**config.mk**
```make
export PLATFORM = sky130hd
export DESIGN_NAME = seg_display_scheduler_flat
export DESIGN_NICKNAME = d
export VERILOG_FILES = /design/src/rtl/seg_display_scheduler_if.sv /design/src/rtl/seg_display_scheduler.sv /design/src/flat_wrapper.sv
export SDC_FILE = /design/constraint.sdc
export NUM_CORES = 1
export LEC_CHECK = 0
export BUFFER_PORTS_ARGS = -buffer_cell sky130_fd_sc_hd__buf_2
export CAP_MARGIN = 20
export CORE_ASPECT_RATIO = 1.5
export CORE_MARGIN = 2
export CORE_UTILIZATION = 45
export DETAILED_ROUTE_END_ITERATION = 8
export HOLD_SLACK_MARGIN = 0.08
export PLACE_DENSITY_LB_ADDON = 0.3
export REMOVE_ABC_BUFFERS = 1
export SKIP_LAST_GASP = 1
export SLEW_MARGIN = 25
export SYNTH_ARGS = -nofsm -noshare
export SYNTH_HDL_FRONTEND = slang
export SYNTH_SLANG_ARGS = --single-unit
```
**constraint.sdc**
```tcl
create_clock -name clk_100mhz -period 3.8 [get_ports clk_100mhz]
set_input_delay 0.38 -clock clk_100mhz [delete_from_list [all_inputs] [get_ports clk_100mhz]]
set_output_delay 0.38 -clock clk_100mhz [all_outputs]
set_load 0.01 [all_outputs]
```
**src/rtl/seg_display_scheduler_if.sv**
```systemverilog
// -----------------------------------------------------------------------------
// seg_display_scheduler_if
//
// Purpose: request/acknowledge bundle between the display requesters and the
// seven-segment display scheduler.
//
// Handshake: a requester raises src_valid[i] with its value on
// src_data[16*i+15:16*i] and holds both until it sees src_ack[i]. src_ack[i]
// is a one-cycle pulse marking the cycle in which the scheduler samples
// src_data for requester i. A transfer completes on the rising clock edge that
// ends a cycle in which src_valid[i] and src_ack[i] are both high.
//
// Signals:
//   src_valid  N_SRC     per-requester display request (master -> slave)
//   src_data   16*N_SRC  binary value of each requester (master -> slave)
//   src_ack    N_SRC     sample pulse (slave -> master)
// -----------------------------------------------------------------------------
interface seg_display_scheduler_if #(
    parameter int N_SRC = 4
);
    logic [N_SRC-1:0]    src_valid;
    logic [16*N_SRC-1:0] src_data;
    logic [N_SRC-1:0]    src_ack;

    modport master (output src_valid, output src_data, input src_ack);
    modport slave  (input src_valid, input src_data, output src_ack);
endinterface

```
**src/rtl/seg_display_scheduler.sv**
```systemverilog
// -----------------------------------------------------------------------------
// seg_display_scheduler
//
// Purpose: time-shares a 4-digit seven-segment display between N_SRC
// requesters. Grants round-robin, converts the granted 16-bit value to BCD
// with a sequential shift-add-3 engine, holds it for DWELL_CYCLES and drives
// the multiplexed anode/segment pins from a double-buffered digit register.
//
// Ports:
//   clk_100mhz      in   board clock, rising edge
//   reset           in   asynchronous active-high reset
//   src             if   request bundle (slave modport)
//   active_src      out  index of the requester owning the display
//   busy            out  high while a BCD conversion is in progress
//   Anode_Activate  out  active-low digit enables, bit 3 = thousands
//   LED_out         out  active-low segments, bit 6 = a ... bit 0 = g
//   dbg_state_o     out  current FSM state encoding (ARB=0 LOAD=1 SHIFT=2
//                        DONE=3 HOLD=4)
//
// Build option: define SEG_LEAD_BLANK_EN to blank leading-zero digits (the
// ones digit always shows). Without it all four digits are always driven.
// -----------------------------------------------------------------------------
module seg_display_scheduler #(
    parameter int N_SRC        = 4,
    parameter int DWELL_CYCLES = 100000000,
    parameter int REFRESH_BITS = 20
) (
    input  logic                     clk_100mhz,
    input  logic                     reset,
    seg_display_scheduler_if.slave   src,
    output logic [$clog2(N_SRC)-1:0] active_src,
    output logic                     busy,
    output logic [3:0]               Anode_Activate,
    output logic [6:0]               LED_out,
    output logic [2:0]               dbg_state_o
);
    localparam int IDX_W = $clog2(N_SRC);
    localparam int DW_W  = (DWELL_CYCLES > 1) ? $clog2(DWELL_CYCLES) : 1;
    localparam logic [DW_W-1:0]  DWELL_LOAD = DW_W'(DWELL_CYCLES - 1);
    localparam logic [IDX_W-1:0] LAST_RST   = IDX_W'(N_SRC - 1);

    typedef enum logic [2:0] {
        ARB   = 3'd0,
        LOAD  = 3'd1,
        SHIFT = 3'd2,
        DONE  = 3'd3,
        HOLD  = 3'd4
    } state_t;

    state_t                  state_q, state_d;
    logic [IDX_W-1:0]        last_grant_q;
    logic [IDX_W-1:0]        active_src_q;
    logic [15:0]             bin_q;
    logic [19:0]             bcd_q;       // five digits: 65535 needs them
    logic [3:0]              bit_cnt_q;
    logic [15:0]             disp_q;      // display buffer, thousands in [15:12]
    logic                    ovf_q;
    logic [DW_W-1:0]         dwell_q;
    logic [REFRESH_BITS-1:0] refresh_q;

    // Add 3 to every BCD nibble >= 5 so the following left shift carries
    // correctly into the next decimal digit.
    function automatic logic [19:0] add3(input logic [19:0] b);
        logic [19:0] r;
        r = b;
        for (int n = 0; n < 5; n++) begin
            if (b[4*n +: 4] >= 4'd5) r[4*n +: 4] = b[4*n +: 4] + 4'd3;
        end
        return r;
    endfunction

    function automatic logic [6:0] seg_code(input logic [3:0] d);
        case (d)
            4'd0:    seg_code = 7'b0000001;
            4'd1:    seg_code = 7'b1001111;
            4'd2:    seg_code = 7'b0010010;
            4'd3:    seg_code = 7'b0000110;
            4'd4:    seg_code = 7'b1001100;
            4'd5:    seg_code = 7'b0100100;
            4'd6:    seg_code = 7'b0100000;
            4'd7:    seg_code = 7'b0001111;
            4'd8:    seg_code = 7'b0000000;
            4'd9:    seg_code = 7'b0000100;
            default: seg_code = 7'b1111111;
        endcase
    endfunction

    // Round-robin search starting just after the last grant.
    logic             found;
    logic [IDX_W-1:0] winner;
    logic [IDX_W-1:0] cand;
    always_comb begin
        found  = 1'b0;
        winner = last_grant_q;
        cand   = last_grant_q;
        for (int i = 1; i <= N_SRC; i++) begin
            cand = IDX_W'((int'(last_grant_q) + i) % N_SRC);
            if (!found && src.src_valid[cand]) begin
                found  = 1'b1;
                winner = cand;
            end
        end
    end

    always_ff @(posedge clk_100mhz or posedge reset) begin
        if (reset) state_q <= ARB;
        else       state_q <= state_d;
    end

    always_comb begin
        state_d     = state_q;
        src.src_ack = '0;
        busy        = 1'b0;
        case (state_q)
            ARB:   if (found) state_d = LOAD;
            LOAD: begin
                src.src_ack = {{(N_SRC-1){1'b0}}, 1'b1} << last_grant_q;
                busy        = 1'b1;
                state_d     = SHIFT;
            end
            SHIFT: begin
                busy = 1'b1;
                if (bit_cnt_q == 4'd15) state_d = DONE;
            end
            DONE: begin
                busy    = 1'b1;
                state_d = HOLD;
            end
            HOLD:    if (dwell_q == '0) state_d = ARB;
            default: state_d = ARB;
        endcase
    end

    always_ff @(posedge clk_100mhz or posedge reset) begin
        if (reset) begin
            last_grant_q <= LAST_RST;
            active_src_q <= '0;
            bin_q        <= '0;
            bcd_q        <= '0;
            bit_cnt_q    <= '0;
            disp_q       <= '0;
            ovf_q        <= 1'b0;
            dwell_q      <= '0;
        end else begin
            case (state_q)
                ARB: if (found) last_grant_q <= winner;
                LOAD: begin
                    bin_q        <= src.src_data[16*last_grant_q +: 16];
                    active_src_q <= last_grant_q;
                    bcd_q        <= '0;
                    bit_cnt_q    <= '0;
                end
                SHIFT: begin
                    {bcd_q, bin_q} <= {add3(bcd_q), bin_q} << 1;
                    bit_cnt_q      <= bit_cnt_q + 4'd1;
                end
                DONE: begin
                    // Whole buffer copied at once so the display never shows
                    // a mix of old and new digits.
                    disp_q  <= bcd_q[15:0];
                    ovf_q   <= (bcd_q[19:16] != 4'd0);
                    dwell_q <= DWELL_LOAD;
                end
                HOLD: if (dwell_q != '0) dwell_q <= dwell_q - 1'b1;
                default: ;
            endcase
        end
    end

    always_ff @(posedge clk_100mhz or posedge reset) begin
        if (reset) refresh_q <= '0;
        else       refresh_q <= refresh_q + 1'b1;
    end

    // lead_zero[k] marks digit k (3 = thousands) as a leading zero.
    logic [3:0] lead_zero;
`ifdef SEG_LEAD_BLANK_EN
    assign lead_zero[3] = (disp_q[15:12] == 4'd0);
    assign lead_zero[2] = lead_zero[3] && (disp_q[11:8] == 4'd0);
    assign lead_zero[1] = lead_zero[2] && (disp_q[7:4] == 4'd0);
    assign lead_zero[0] = 1'b0;
`else
    assign lead_zero = 4'b0000;
`endif

    logic [1:0] sel;
    logic [3:0] digit;
    logic       blank;
    assign sel = refresh_q[REFRESH_BITS-1 -: 2];

    always_comb begin
        Anode_Activate = 4'b0111;
        digit          = disp_q[15:12];
        blank          = lead_zero[3];
        case (sel)
            2'd0: begin Anode_Activate = 4'b0111; digit = disp_q[15:12]; blank = lead_zero[3]; end
            2'd1: begin Anode_Activate = 4'b1011; digit = disp_q[11:8];  blank = lead_zero[2]; end
            2'd2: begin Anode_Activate = 4'b1101; digit = disp_q[7:4];   blank = lead_zero[1]; end
            default: begin Anode_Activate = 4'b1110; digit = disp_q[3:0]; blank = lead_zero[0]; end
        endcase
        if (ovf_q)      LED_out = 7'b1111110;
        else if (blank) LED_out = 7'b1111111;
        else            LED_out = seg_code(digit);
    end

    assign active_src  = active_src_q;
    assign dbg_state_o = state_q;
endmodule

```
**src/flat_wrapper.sv**
```systemverilog
// flat-port wrapper written by rule: the top's interface ports become plain ports
module seg_display_scheduler_flat 
#(
    parameter int N_SRC        = 4,
    parameter int DWELL_CYCLES = 100000000,
    parameter int REFRESH_BITS = 20
)
  (clk_100mhz, reset, active_src, busy, Anode_Activate, LED_out, dbg_state_o, src_src_valid, src_src_data, src_src_ack);
  seg_display_scheduler_if #(.N_SRC(N_SRC)) src_i ();
  input  logic clk_100mhz;
  input  logic reset;
  output logic [$clog2(N_SRC)-1:0] active_src;
  output logic busy;
  output logic [3:0] Anode_Activate;
  output logic [6:0] LED_out;
  output logic [2:0] dbg_state_o;
  input wire logic [$bits(src_i.src_valid)-1:0] src_src_valid;
  input wire logic [$bits(src_i.src_data)-1:0] src_src_data;
  output wire logic [$bits(src_i.src_ack)-1:0] src_src_ack;
  assign src_i.src_valid = src_src_valid;
  assign src_i.src_data = src_src_data;
  assign src_src_ack = src_i.src_ack;
  seg_display_scheduler #(.N_SRC(N_SRC), .DWELL_CYCLES(DWELL_CYCLES), .REFRESH_BITS(REFRESH_BITS)) u_core (.clk_100mhz(clk_100mhz), .reset(reset), .src(src_i), .active_src(active_src), .busy(busy), .Anode_Activate(Anode_Activate), .LED_out(LED_out), .dbg_state_o(dbg_state_o));
endmodule
```
Yosys cells after proc, flatten, opt, wreduce, memory -nomap -nowiden
Memory sizes are Yosys's and may differ from the RTL's.
Cells that the tools add are included.
W data, S select, Z words.
{ "word_totals": {"register_bits": 111, "mem_bits_ro": 112, "inputBits": 70, "out_inout_bits": 21, "elab_cells": 98, "n_memories": 1} }
{ "op_classes": {"addsub": 12, "n_lt_le_gt_ge": 9, "n_eq_ne": 11, "n_shift": 2, "muxes": 35, "reduce_logical": 18} }
{ "memory_table": {"columns": ["name", "words", "width", "rd", "rd_ports_with_merged_regs", "write_ports", "line_no", "text"], "rows": [
  ["(name not given)", 16, 7, 1, 0, 0, "seg_display_scheduler.sv:73", "case (d)"]
]} }
{ "ops": {"columns": ["operator", "count"], "rows": [
  ["$shiftx A64 B7 Y16", 1],
  ["$pmux W27 S2", 1],
  ["$pmux W20 S2", 1],
  ["$pmux W16 S2", 1],
  ["$logic_not A27 Y1", 1],
  ["$mux W27", 1],
  ["$reduce_bool A27 Y1", 1],
  ["$sub A27 B1 Y27 const B", 1],
  ["$pmux W4 S3", 2],
  ["$add A20 B1 Y20 const B", 1],
  ["$ge A4 B3 Y1 const B", 5],
  ["$mux W4", 5],
  ["$add A4 B2 Y4 const B", 4],
  ["$pmux W3 S5", 1],
  ["$lt A2 B3 Y1 const B", 4],
  ["$mux W3", 4],
  ["$mux W1", 9],
  ["$bmux W1 S2", 4],
  ["$mux W2", 4],
  ["$ne A2 B1 Y1 const B", 4],
  ["$pmux W4 S2", 1],
  ["$reduce_bool A4 Y1", 2],
  ["$mux W7", 1],
  ["$eq A3 B2 Y1 const B", 2],
  ["18 further kinds", 26]
]} }

Logic depth before layout (Yosys ltp)
Gate-level depths: netlist of the first run.
{ "logic_depth": {"word_depth": 15, "ltp_mapped": 9, "depth_no_buf": 7} }

Worst setup path after synthesis of the first run
Ideal clock, no wire load.
{ "synth_timing": {"kind": "register -> register", "start": "register u_core.last_grant_q[0]", "end": "register u_core.state_q[0] (netlist: u_core.dbg_state_o[0])", "setup_ns": 0.139, "t_arrival_ns": 2.705, "required_ns": 3.661, "slack_ns": 0.956, "stages_incl_launch_ff": 10, "path_buffers": 2, "synth_period_minus_slack_ns": 2.844, "path_cell_list": "dfstp_2 > clkbuf_1 > buf_1 > inv_1 > ha_1 > mux2_2 > nand2_1 > o21ai_0 > nor4_1 > a2111oi_0"} }
{ "synth_between": {"elab_chain_cells": 15, "elab_cells_between_ends": 24, "cone_classes": "4 x add/sub; 1 x eq/ne; 12 x mux; 7 x reduce/logical"} }
{ "synth_rtl": {"columns": ["element", "line_no", "text"], "rows": [
  ["start, declared", "seg_display_scheduler.sv:51", "logic [IDX_W-1:0] last_grant_q;"],
  ["start signal, assigned", "seg_display_scheduler.sv:146", "ARB: if (found) last_grant_q <= winner;"],
  ["$add A2 B1 Y2", "seg_display_scheduler.sv:97", "cand = IDX_W'((int'(last_grant_q) + i) % N_SRC);"],
  ["$bmux W1 S2", "seg_display_scheduler.sv:98", "if (!found && src.src_valid[cand]) begin"],
  ["$mux W1 (not written as such)", "seg_display_scheduler.sv:98", null],
  ["$mux W1", "seg_display_scheduler.sv:98", null],
  ["$logic_not A1 Y1", "seg_display_scheduler.sv:98", null],
  ["$logic_and A1 B1 Y1", "seg_display_scheduler.sv:98", null],
  ["$mux W1", "seg_display_scheduler.sv:98", null],
  ["$logic_not A1 Y1", "seg_display_scheduler.sv:98", null],
  ["$logic_and A1 B1 Y1", "seg_display_scheduler.sv:98", null],
  ["$mux W1", "seg_display_scheduler.sv:98", null],
  ["$logic_not A1 Y1", "seg_display_scheduler.sv:98", null],
  ["$logic_and A1 B1 Y1", "seg_display_scheduler.sv:98", null],
  ["$mux W1 (*)", "seg_display_scheduler.sv:98", null],
  ["$ne A2 B1 Y1 (no line) (*)", null, null],
  ["$reduce_and A3 Y1 (no line) (*)", null, null],
  ["end signal, assigned", "seg_display_scheduler.sv:107", "else state_q <= state_d;"],
  ["end, declared", "seg_display_scheduler.sv:50", "state_t state_q, state_d;"]
]} }
Every way passes the cells marked *; elsewhere a longest branch is shown, timed or not. The select of a mux whose other input is x is not followed.
A chain may end at the register's enable or synchronous reset.

Final worst setup path of the first run
{ "layout_timing": {"start": "register u_core.refresh_q[18]", "end": "output LED_out[2]"} }
{ "layout_between": {"elab_chain_cells": 4, "elab_cells_between_ends": 6, "cone_classes": "2 x eq/ne; 2 x mux; 1 x reduce/logical; 1 x memory"} }
{ "layout_rtl": {"columns": ["element", "line_no", "text"], "rows": [
  ["start, declared", "seg_display_scheduler.sv:59", "logic [REFRESH_BITS-1:0] refresh_q;"],
  ["start signal, assigned", "seg_display_scheduler.sv:172", "else refresh_q <= refresh_q + 1'b1;"],
  ["$eq A2 B2 Y1 (tied with other cells)", "seg_display_scheduler.sv:195", "case (sel)"],
  ["$pmux W4 S3 (*)", "seg_display_scheduler.sv:195", null],
  ["$mem_v2 Z16 W7 (*)", null, null],
  ["$mux W7 (*)", "seg_display_scheduler.sv:201", "if (ovf_q) LED_out = 7'b1111110;"],
  ["end, declared", "flat_wrapper.sv:15", "output logic [6:0] LED_out;"]
]} }
Every way passes the cells marked *; elsewhere a longest branch is shown, timed or not.

==> impl_results.md, run 1 <==
- GP Congestion: 0.810
- Crit path time final: 2.82 ns
- WL/cell: 14.8 um
- Max clock buf depth: 2
- Final ANT Viol Nets: 0
- Synth Flop Type: dfrtp_1
- Vias in the first global route: 4771
- Unrepaired setup endpoints after global routing: no
- Post-synth EDFFs: 0
- Via density: 5.62
- Final nets: 759
- Share of power burned in registers: 46.8%
- Clk sinks: 111
- Crit-path max FO: 10
- Skew final: 0.00832 ns
- Yosys top cell area share: 45.1%
- Clk pwr share: 31.2%
- CP Data Required Time: 3.42 ns
- Status: complete, no violations
- Maximum vdd drop: 0.225 mV
- Combinational fraction of design power: 22.0%
- IO Pins: 91
- Resized cells post-CTS: 0
- R2R depth: 7
- Core Rows: 51
- Commonest non-fill, non-tap cell in the layout: dfrtp_1
- Hold_buf cts: 0
- Layout cell share with drive strength beyond 1: 22.8%
- Final hold viol count: 0
- Max Clk Rate: 0.355 GHz
- Grt ovf: 0
- Starting Density: 46.2%
- Largest area contributor in the netlist: dfrtp_1
- Sw Ratio: 29.5%
- DRT iter0 DRCs: 264
- Least-Margin Pin Slew: 0.863 ns
- Diode count: 0
- Crit. End Element: output pin
- Setup WS post-layout: 0.982 ns
- Final WL: 12300 um
- Synthesis-to-layout area growth: 15.0%
- Startpoint types: flip-flop
- Final worst-path cycle share: 74.2%
- Synthesis warning total: 0
- Post-CTS setup buffers: 0
- Chip Height: 146 um
- Register area share after synthesis: 46.0%
- CTS buffer count: 9
- CORE AREA: 13100 um2
- Largest net degree at the start of global routing: 68
- Relative slew slack: 42.4%
- I/O Buffers: 90
- Post-Place Cells: 813
- Most frequent cells in the layout: dfrtp_1 (109), nand2_1 (96), buf_2 (90)
- Post-DP HPWL: 9030 um
- Net Sw Power: 0.907 mW
- Post-synth cell types: 50
- CTS H-tree depth: 3
- Ranking of synthesized cells by area: dfrtp_1 (45%), mux4_2 (8.6%), nand2_1 (6.0%)
- Layout Cells excl Fill: 829
- Crit Reg-Reg Endpoint: u_core.dwell_q[21]$_DFFE_PP0P_
- Die area: 14400 um2
- Syn_area_per_cell: 10.3 um2
- Ys async rst share: 100%
- Die X: 98.7 um
- Reg2reg setup slack: 0.98 ns
- Clock transition at the registers of the reported paths: 0.07 ns
- Worst-skew pair later-pin latency: 0.35 ns
- Max-slew violations: 0
- Worst Setup Path Type: reg2out
- Vias: 4660
- CTS tree: built
- Crit path arrival time: 2.44 ns
- Filler cell count: 1172
- Hold WC Path Type: in2async
- Syn Inst Count: 588
- Leakage: 3.20 nW
- Pre-CTS WS: 0.982 ns
- Mapped Area: 6050 um2
- #FFs+latches synth: 111
- First-pass GRT wire length: 21500 um
- Tot GR Track Use: 18.0%
- P_int: 2.17 mW
- Root Driver: clkbuf_16
- Final setup fails: 0
- DR pass1 iterations: 6
- Initial antenna violation count: 0
- PwrDens: 442 nW/um2
- Drc violations: 0
- Max-cap check violation count: 0
- R2R Path Start: u_core.dwell_q[0]$_DFFE_PP0P_
==> kinds of logic (layout without fill, tap and decap cells) <==
group	after synthesis	after routing	synth area share, %
AND/OR/NAND/NOR	206	206	16.8
AO/OA/AOI/OAI	127	127	13.9
flip-flops	111	111	46.0
buffers and inverters	55	137	3.54
XOR/XNOR	36	36	5.21
multiplexers	29	29	9.60
adder cells (fa/ha/maj)	24	24	4.96
==> cell usage after synthesis, types with 2 or more instances <==
cell / instances
buf_1: 3
o22ai_1: 6
or4_1: 6
a32o_1: 5
or3_1: 10
or3b_2: 2
o21ai_0: 41
nand4b_1: 2
o211ai_1: 7
a31oi_1: 2
clkbuf_1: 25
and3_1: 4
nor3_1: 7
o21a_1: 2
xor2_1: 18
inv_1: 23
o41ai_1: 2
nor2b_1: 2
dfrtp_1: 109
nor4_1: 8
a22oi_1: 18
a22o_1: 7
nand2_1: 96
or4_4: 2
nor2_1: 23
ha_1: 24
buf_2: 3
mux2_2: 2
nand3b_1: 4
and2_1: 5
o32ai_1: 3
xnor2_1: 18
nand3_1: 14
nand4_1: 5
nand2b_1: 10
mux4_2: 23
o31a_1: 4
mux2i_1: 4
o31ai_1: 11
nor3b_1: 4
a21oi_1: 13
dfstp_2: 2
o21ai_2: 2
==> cell type report <==
| type | instances | area, um2 | share of cell area, % |
|---|---|---|---|
| clock buffers | 11 | 253 | 3.63 |
| clock inverters | 5 | 56.3 | 0.809 |
| inverters | 23 | 88.8 | 1.28 |
| multi-input cells | 422 | 3070 | 44.1 |
| flip-flops and latches | 111 | 2780 | 40.0 |
| well taps | 159 | 199 | 2.86 |
| repair buffers | 98 | 510 | 7.34 |
==> worst max-delay path, stage by stage, from the launching register on <==
cell	delay, ns
dfrtp_1	0.58
mux4_2	0.60
inv_1	0.17
ha_1	0.19
mux2i_1	0.08
o21ai_0	0.24
nand2b_1	0.08
buf_2	0.14
==> state kept, by name, indices dropped and copies added (netlist names) <==
signal / flops
u_core.active_src: 2
u_core.disp_q: 16
u_core.refresh_q: 20
u_core.bin_q: 16
u_core.dbg_state_o: 3
u_core.bit_cnt_q: 4
u_core.last_grant_q: 2
u_core.bcd_q: 20
u_core.dwell_q: 27
u_core.ovf_q: 1
==> power by group through the flow <==
stage	sequential (mW)	combinational (mW)	clock, mW
4_1_cts	1.44	0.688	0.980
3_3_place_gp	1.45	0.643	0
2_1_floorplan	1.41	0.494	0
3_5_place_dp	1.46	0.683	0
5_1_grt	1.46	0.773	1.03
6_report	1.44	0.678	0.961
==> per-stage QoR <==
stage               total power [mW]  setup TNS [ns]  cell area, um2  hold WS [ns]  util, %
finish                          3.08               0            6960         0.182     53.2
global route                    3.26               0            6960         0.245     53.2
CTS                             3.10               0            6960         0.229     53.2
detailed placement              2.14               0            6650         0.464     50.8
global placement                2.09               0            6650         0.446     50.8
floorplan                       1.91          -0.180            5920         0.434        -
==> worst max-delay path by stage <==
stage                                      to  slack (ns)  depth (start not counted)                              start
6_report                           LED_out[2]        0.98                          7     u_core.refresh_q[18]$_DFF_PP0_
5_1_grt                            LED_out[2]        0.77                          7     u_core.refresh_q[18]$_DFF_PP0_
2_1_floorplan    u_core.bcd_q[11]$_DFFE_PP0N_       -0.04                          6  u_core.dbg_state_o[1]$_DFFE_PP0P_
4_1_cts                            LED_out[2]        0.96                          7     u_core.refresh_q[18]$_DFF_PP0_
3_3_place_gp   u_core.dwell_q[23]$_DFFE_PP0P_        1.12                          7      u_core.dwell_q[0]$_DFFE_PP0P_
3_5_place_dp   u_core.dwell_q[21]$_DFFE_PP0P_        0.98                          7      u_core.dwell_q[0]$_DFFE_PP0P_
==> routing by layer <==
layer	GRT usage (%)	vias to the layer above	wire, um
li1	-	2278	-
met1	21.9	2259	5260
met2	32.0	110	6390
met3	2.55	13	448
met4	6.58	0	191
met5	0	-	0
Note: power is estimated with default switching activity, not from simulation.
==> run 2, diff against run 1 <==
==> constraint.sdc (replaced) <==
create_clock -name clk_100mhz -period 2.3 [get_ports clk_100mhz]
set_input_delay 0.23 -clock clk_100mhz [delete_from_list [all_inputs] [get_ports clk_100mhz]]
set_output_delay 0.23 -clock clk_100mhz [all_outputs]
set_load 0.01 [all_outputs]
==> run 2 against run 1 <==
  * The flow now finishes with violations (setup timing)
  * Sequential power rose by 64%
  * Critical path depth stayed put
  * Combinational power increased by 84%
  * Clock power up 64%
  * Cell count grew 6.6%
  * Clock skew is 0.0075 ns higher
  * Global-route usage up 0.81 points
  * Utilization is 4.6 points higher
  * Highest routed layer unchanged
==> impl_results.md, run 2 (synthesized netlist as in run 1, its figures left out) <==
- Status: complete, but fails checks
- Failing checks: setup timing
- Root Driver: clkbuf_16
- Die X: 98.7 um
- Max clock buf depth: 2
- Filler cell count: 1091
- Synthesis-to-layout area growth: 25.0%
- Initial antenna violation count: 0
- Most frequent cells in the layout: dfrtp_1 (107), nand2_1 (95), buf_2 (90)
- Crit Reg-Reg Endpoint: u_core.dwell_q[5]$_DFFE_PP0P_
- Diode count: 0
- Tot GR Track Use: 18.8%
- PwrDens: 686 nW/um2
- P_int: 3.62 mW
- Top Registers: u_core.dwell_q (27), u_core.bcd_q (20), u_core.refresh_q (20)
- IO Pins: 91
- Unrepaired setup endpoints after global routing: yes
- Final hold viol count: 0
- Leakage: 3.50 nW
- Starting Density: 46.2%
- Final setup fails: 15
- Worst-skew pair later-pin latency: 0.35 ns
- R2R depth: 7
- Least-Margin Pin Slew: 0.631 ns
- Layout cell share with drive strength beyond 1: 32.0%
- Clock transition at the registers of the reported paths: 0.07 ns
- Power consumption: 5.19 mW
- Combinational fraction of design power: 24.1%
- CTS H-tree depth: 3
- Crit path arrival time: 2.61 ns
- Net Sw Power: 1.57 mW
- Vias in the first global route: 4999
- Share of power burned in registers: 45.4%
- Worst path slowest cell: or4_4
- Chip Height: 146 um
- Drc violations: 0
- Sw Ratio: 30.2%
- Startpoint types: flip-flop
- Core Rows: 51
- Post-DP HPWL: 9430 um
- CTS buffer count: 9
- Clk pwr share: 30.5%
- Maximum vdd drop: 0.368 mV
- Final worst-path cycle share: 103%
- Clk sinks: 111
- Vias: 4954
- Pre-CTS WS: -0.154 ns
- CP Data Required Time: 2.53 ns
- DRT iter0 DRCs: 216
- DR pass1 iterations: 5
- CP top delay family: simple AND/OR/NAND/NOR gates
- Buffer and inverter count on the worst path: 1
- Final WL: 13300 um
- Worst path cell trace: inv_2 -> ha_4 -> or3b_4 -> or4_4 -> o21ai_4 -> nor4_1 -> or3_1
- Critical path depth: 7
- Number of flip-flops in the largest register: 27
- I/O Buffers: 90
- Crit path capture: u_core.dwell_q[5]$_DFFE_PP0P_
- Via density: 5.60
- Crit-path max FO: 8
- Hold path cells: 4
- GP Congestion: 0.874
- First-pass GRT wire length: 22500 um
- WL/cell: 15.1 um
- Crit. End Element: flip-flop
- Final nets: 814
- CP Launch Point: u_core.dwell_q[0]$_DFFE_PP0P_
- Grt ovf: 0
- Reg with most FFs: u_core.dwell_q
- Commonest non-fill, non-tap cell in the layout: dfrtp_1
- Worst path max stage delay: 0.56 ns
- Max-cap check violation count: 0
- CORE AREA: 13100 um2
- Worst Setup Path Type: reg2reg
- Skew final: 0.0158 ns
- Reg2reg setup slack: -0.08 ns
- Hold WC Path Type: in2reg
- Relative slew slack: 57.7%
- Largest net degree at the start of global routing: 67
- Final ANT Viol Nets: 0
- Die area: 14400 um2
- Setup WS post-layout: -0.0791 ns
- Max-slew violations: 0
- Crit path time final: 2.38 ns
- R2R Path Start: u_core.dwell_q[0]$_DFFE_PP0P_
- CTS tree: built
- Max Clk Rate: 0.420 GHz
==> run 2: worst min-delay path by stage <==
stage,from,to,slack [ns]
6_report,src_src_data[57],u_core.bin_q[9]$_DFFE_PP0N_,0.28
5_1_grt,src_src_data[49],u_core.bin_q[1]$_DFFE_PP0N_,0.29
3_3_place_gp,reset,u_core.active_src[0]$_DFFE_PP0P_,0.18
4_1_cts,src_src_data[42],u_core.bin_q[10]$_DFFE_PP0N_,0.28
3_5_place_dp,reset,u_core.active_src[0]$_DFFE_PP0P_,0.18
2_1_floorplan,u_core.refresh_q[17]$_DFF_PP0_,u_core.refresh_q[17]$_DFF_PP0_,0.43
==> run 2: worst reg2reg max path, delay by kind of cell (launching register included) <==
| kind | cells | cell delay [ns] |
|---|---|---|
| flops | 1 | 0.40 |
| buf+inv | 1 | 0.11 |
| compound gates | 1 | 0.26 |
| simple gates | 4 | 1.35 |
| fa+ha+maj | 1 | 0.15 |
==> run 2: layout make-up <==
| cell class | count | area, um2 | area share, % |
|---|---|---|---|
| clock buffer | 9 | 225 | 2.98 |
| clock inverter | 7 | 80.1 | 1.06 |
| inverter | 23 | 93.8 | 1.24 |
| multi-input combinational | 422 | 3210 | 42.5 |
| sequential | 111 | 2780 | 36.8 |
| tap | 159 | 199 | 2.63 |
| timing repair buffer | 153 | 965 | 12.8 |
==> run 2: per-layer routing <==
metal	vias up	routed length [um]	global-route usage (%)
met2	122	7160	33.7
met5	-	0	0
li1	2385	-	-
met4	0	294	8.22
met3	21	432	1.73
met1	2426	5410	22.7
==> run 2: stage by stage <==
step	TNS, ns	util (%)	hold WS (ns)	std cells	area [um2]
6_report	-0.461	57.8	0.282	884	7560
5_1_grt	-1.76	57.8	0.292	884	7560
4_1_cts	-0.0990	56.8	0.279	881	7430
3_5_place_dp	-1.45	52.9	0.183	847	6920
3_3_place_gp	-0.314	52.9	0.179	847	6920
2_1_floorplan	-146.54	-	0.434	556	5920
==> run 2: what timing repair did <==
item,CTS,global route
pin swaps,10,11
setup endpoints to repair,30,28
setup buffers,18,3
endpoints found under the hold margin,15,0
resized for setup,24,30
hold buffers,1,0
==> run 2: power by group through the flow <==
stage                     sequential (mW)  clock (mW)  combinational, mW
after floorplan                      2.34           0              0.816
after global placement               2.38           0               1.06
after detailed placement             2.40           0               1.12
after CTS                            2.36        1.61               1.19
after global routing                 2.39        1.68               1.41
final                                2.36        1.58               1.25
==> run 3, diff against run 2 <==
--- a/config.mk
+++ b/config.mk
@@ -10,6 +10,7 @@
 export CORE_ASPECT_RATIO = 1.5
 export CORE_MARGIN = 2
 export CORE_UTILIZATION = 45
+export CTS_BUF_LIST = sky130_fd_sc_hd__clkbuf_8
 export DETAILED_ROUTE_END_ITERATION = 8
 export HOLD_SLACK_MARGIN = 0.08
 export PLACE_DENSITY_LB_ADDON = 0.3
==> constraint.sdc (replaced) <==
create_clock -name clk_100mhz -period 2.2 [get_ports clk_100mhz]
set_input_delay 0.22 -clock clk_100mhz [delete_from_list [all_inputs] [get_ports clk_100mhz]]
set_output_delay 0.22 -clock clk_100mhz [all_outputs]
set_load 0.01 [all_outputs]
==> run 3 against run 2 <==
  * The run still ends with setup timing left
  * Sequential share of layout area increased by 0.70 points
  * Die area unchanged
  * First-iteration DRC count increased by 5.1%
  * Critical path depth unchanged
  * Flip-flop and latch count unchanged
  * Worst hold slack got worse by 0.036 ns
  * Utilization decreased by 1.1 points
  * Clock skew decreased by 0.0056 ns
  * Register-to-register slack got worse by 0.02 ns
  * Global-route usage decreased by 0.77 points
  * Sequential power increased by 6%
  * Cell count decreased by 0.79%
  * Critical endpoint is now LED_out[3]
  * Largest power group unchanged
==> impl_results.md, run 3 (synthesized netlist as in run 1, its figures left out) <==
- Crit Reg-Reg Endpoint: u_core.dwell_q[0]$_DFFE_PP0P_
- Relative slew slack: 60.4%
- Final WL: 12800 um
- DRT iter0 DRCs: 227
- R2R Path Start: u_core.dwell_q[11]$_DFFE_PP0P_
- Reg2reg setup slack: -0.10 ns
- Layout cell share with drive strength beyond 1: 31.1%
- Die X: 98.7 um
- R2R depth: 5
- Crit path arrival time: 2.16 ns
- Max Clk Rate: 0.420 GHz
- Worst path slowest cell: mux4_2
- Reg with most FFs: u_core.dwell_q
- Root Driver: clkbuf_8
- Most frequent cells in the layout: dfrtp_1 (108), nand2_1 (95), buf_2 (90)
- I/O Buffers: 90
- Crit path time final: 2.38 ns
- Unrepaired setup endpoints after global routing: yes
- Starting Density: 46.2%
- Tot GR Track Use: 18.0%
- Buffer and inverter count on the worst path: 2
- Vias in the first global route: 4899
- Drc violations: 0
- Pre-CTS WS: -0.264 ns
- Post-DP HPWL: 9270 um
- Final hold slack: 0.245 ns
- Initial antenna violation count: 0
- Diode count: 0
- Worst path max stage delay: 0.64 ns
- Maximum vdd drop: 0.310 mV
- Startpoint types: flip-flop
- Hold path cells: 4
- Status: complete, but fails checks
- Crit-path max FO: 6
- Vias: 4909
- CP top delay family: multiplexers
- CP Data Required Time: 1.98 ns
- Chip Height: 146 um
- PwrDens: 659 nW/um2
- Max-slew violations: 0
- Endpoint, Worst Hold: u_core.bin_q[1]$_DFFE_PP0N_
- IO Pins: 91
- CTS H-tree depth: 3
- Max-cap check violation count: 0
- Commonest non-fill, non-tap cell in the layout: dfrtp_1
- Power consumption: 4.89 mW
- Final hold viol count: 0
- GP Congestion: 0.813
- DR pass1 iterations: 4
- First-pass GRT wire length: 21700 um
- Worst path cell trace: mux4_2 -> inv_4 -> ha_4 -> nor2b_4 -> a21oi_1 -> o21ai_1 -> buf_2
- Synthesis-to-layout area growth: 22.6%
- CTS buffer count: 9
- Grt ovf: 0
- Least-Margin Pin Slew: 0.594 ns
- Filler cell count: 1092
- Top Registers: u_core.dwell_q (27), u_core.bcd_q (20), u_core.refresh_q (20)
- CORE AREA: 13100 um2
- Worst-skew pair later-pin latency: 0.38 ns
- Hold wc startpoint: src_src_data[1]
- Core Rows: 51
- Final setup fails: 24
- Setup_tns: -1.45 ns
- Number of flip-flops in the largest register: 27
- Clock transition at the registers of the reported paths: 0.11 ns
- Die area: 14400 um2
- Largest net degree at the start of global routing: 57
- FF+latch area: 2780 um2
- Via density: 5.60
- Max clock buf depth: 2
- Worst Setup Path Type: reg2out
- Final worst-path cycle share: 108%
- Failing checks: setup timing
- Hold WC Path Type: in2reg
- CTS tree: built
- Footprint of the multi-input gates: 3260 um2
- Setup WS post-layout: -0.179 ns
- Crit. End Element: output pin
- Final nets: 807
- WL/cell: 14.6 um
- Final ANT Viol Nets: 0
- Skew final: 0.0102 ns
- Leakage: 3.43 nW
- Clk sinks: 111
[run 3: cell count changes in the layout (fill, tap and decap cells not counted), sizes merged]
cell / delta
bufinv: -1
clkinv: +1
clkinvlp: +1
mux4: +1
inv: -1
buf: -8
[run 3: routing by layer]
layer / wire length [um] / GRT usage [%] / share of wire [%] / up-vias
li1: - / - / - / 2373
met1: 5460 / 21.4 / 43 / 2385
met2: 6580 / 32.6 / 51 / 130
met3: 502 / 2.55 / 3.9 / 21
met4: 258 / 6.71 / 2.0 / 0
met5: 0 / 0 / 0 / -
[run 3: where the power goes]
part / total (mW) / internal [mW] / switching (mW)
Sequential: 2.49 / 2.27 / 0.219
Combinational: 1.27 / 0.597 / 0.673
Clock: 1.13 / 0.421 / 0.710
[run 3: layout make-up]
class                           count  share of cell area, %
Sequential cell                   111                   37.5
Timing Repair Buffer              145                   12.1
Inverter                           23                   1.27
Clock buffer                        9                   1.67
Tap cell                          159                   2.68
Multi-Input combinational cell    423                   44.0
Clock inverter                      7                  0.776
[run 3: worst max-delay path by stage]
stage	startpoint	end	slack, ns	depth (start not counted)
3_3_place_gp	u_core.dwell_q[0]$_DFFE_PP0P_	u_core.dwell_q[7]$_DFFE_PP0P_	-0.20	7
3_5_place_dp	u_core.dwell_q[0]$_DFFE_PP0P_	u_core.dwell_q[7]$_DFFE_PP0P_	-0.26	7
4_1_cts	u_core.refresh_q[18]$_DFF_PP0_	LED_out[3]	-0.16	7
6_report	u_core.refresh_q[18]$_DFF_PP0_	LED_out[3]	-0.18	7
2_1_floorplan	u_core.dbg_state_o[1]$_DFFE_PP0P_	u_core.bcd_q[11]$_DFFE_PP0N_	-1.64	6
5_1_grt	u_core.refresh_q[18]$_DFF_PP0_	LED_out[3]	-0.30	7
[run 3: metrics by stage]
| stage | instances | utilization (%) | cell area [um2] |
|---|---|---|---|
| finish | 877 | 56.7 | 7420 |
| global route | 877 | 56.7 | 7420 |
| floorplan | 556 | - | 5920 |
| CTS | 874 | 55.9 | 7310 |
| global placement | 852 | 53.2 | 6950 |
| detailed placement | 852 | 53.2 | 6950 |
[run 3: worst register-to-register path, cell delays in order, from the launching register on]
cell and delay [ns]:
dfrtp_1 0.39, or4_4 0.54, or4_4 0.62, o21ai_4 0.26
nand2_2 0.12, mux2_4 0.27
[run 3: timing repair]
item | CTS | global route
hold buffers | 1 | 0
endpoints found under the setup margin | 34 | 36
gates cloned | 0 | 1
setup buffers | 5 | 2
endpoints found under the hold margin | 31 | 0
pin swaps | 26 | 13
resized for setup | 38 | 14
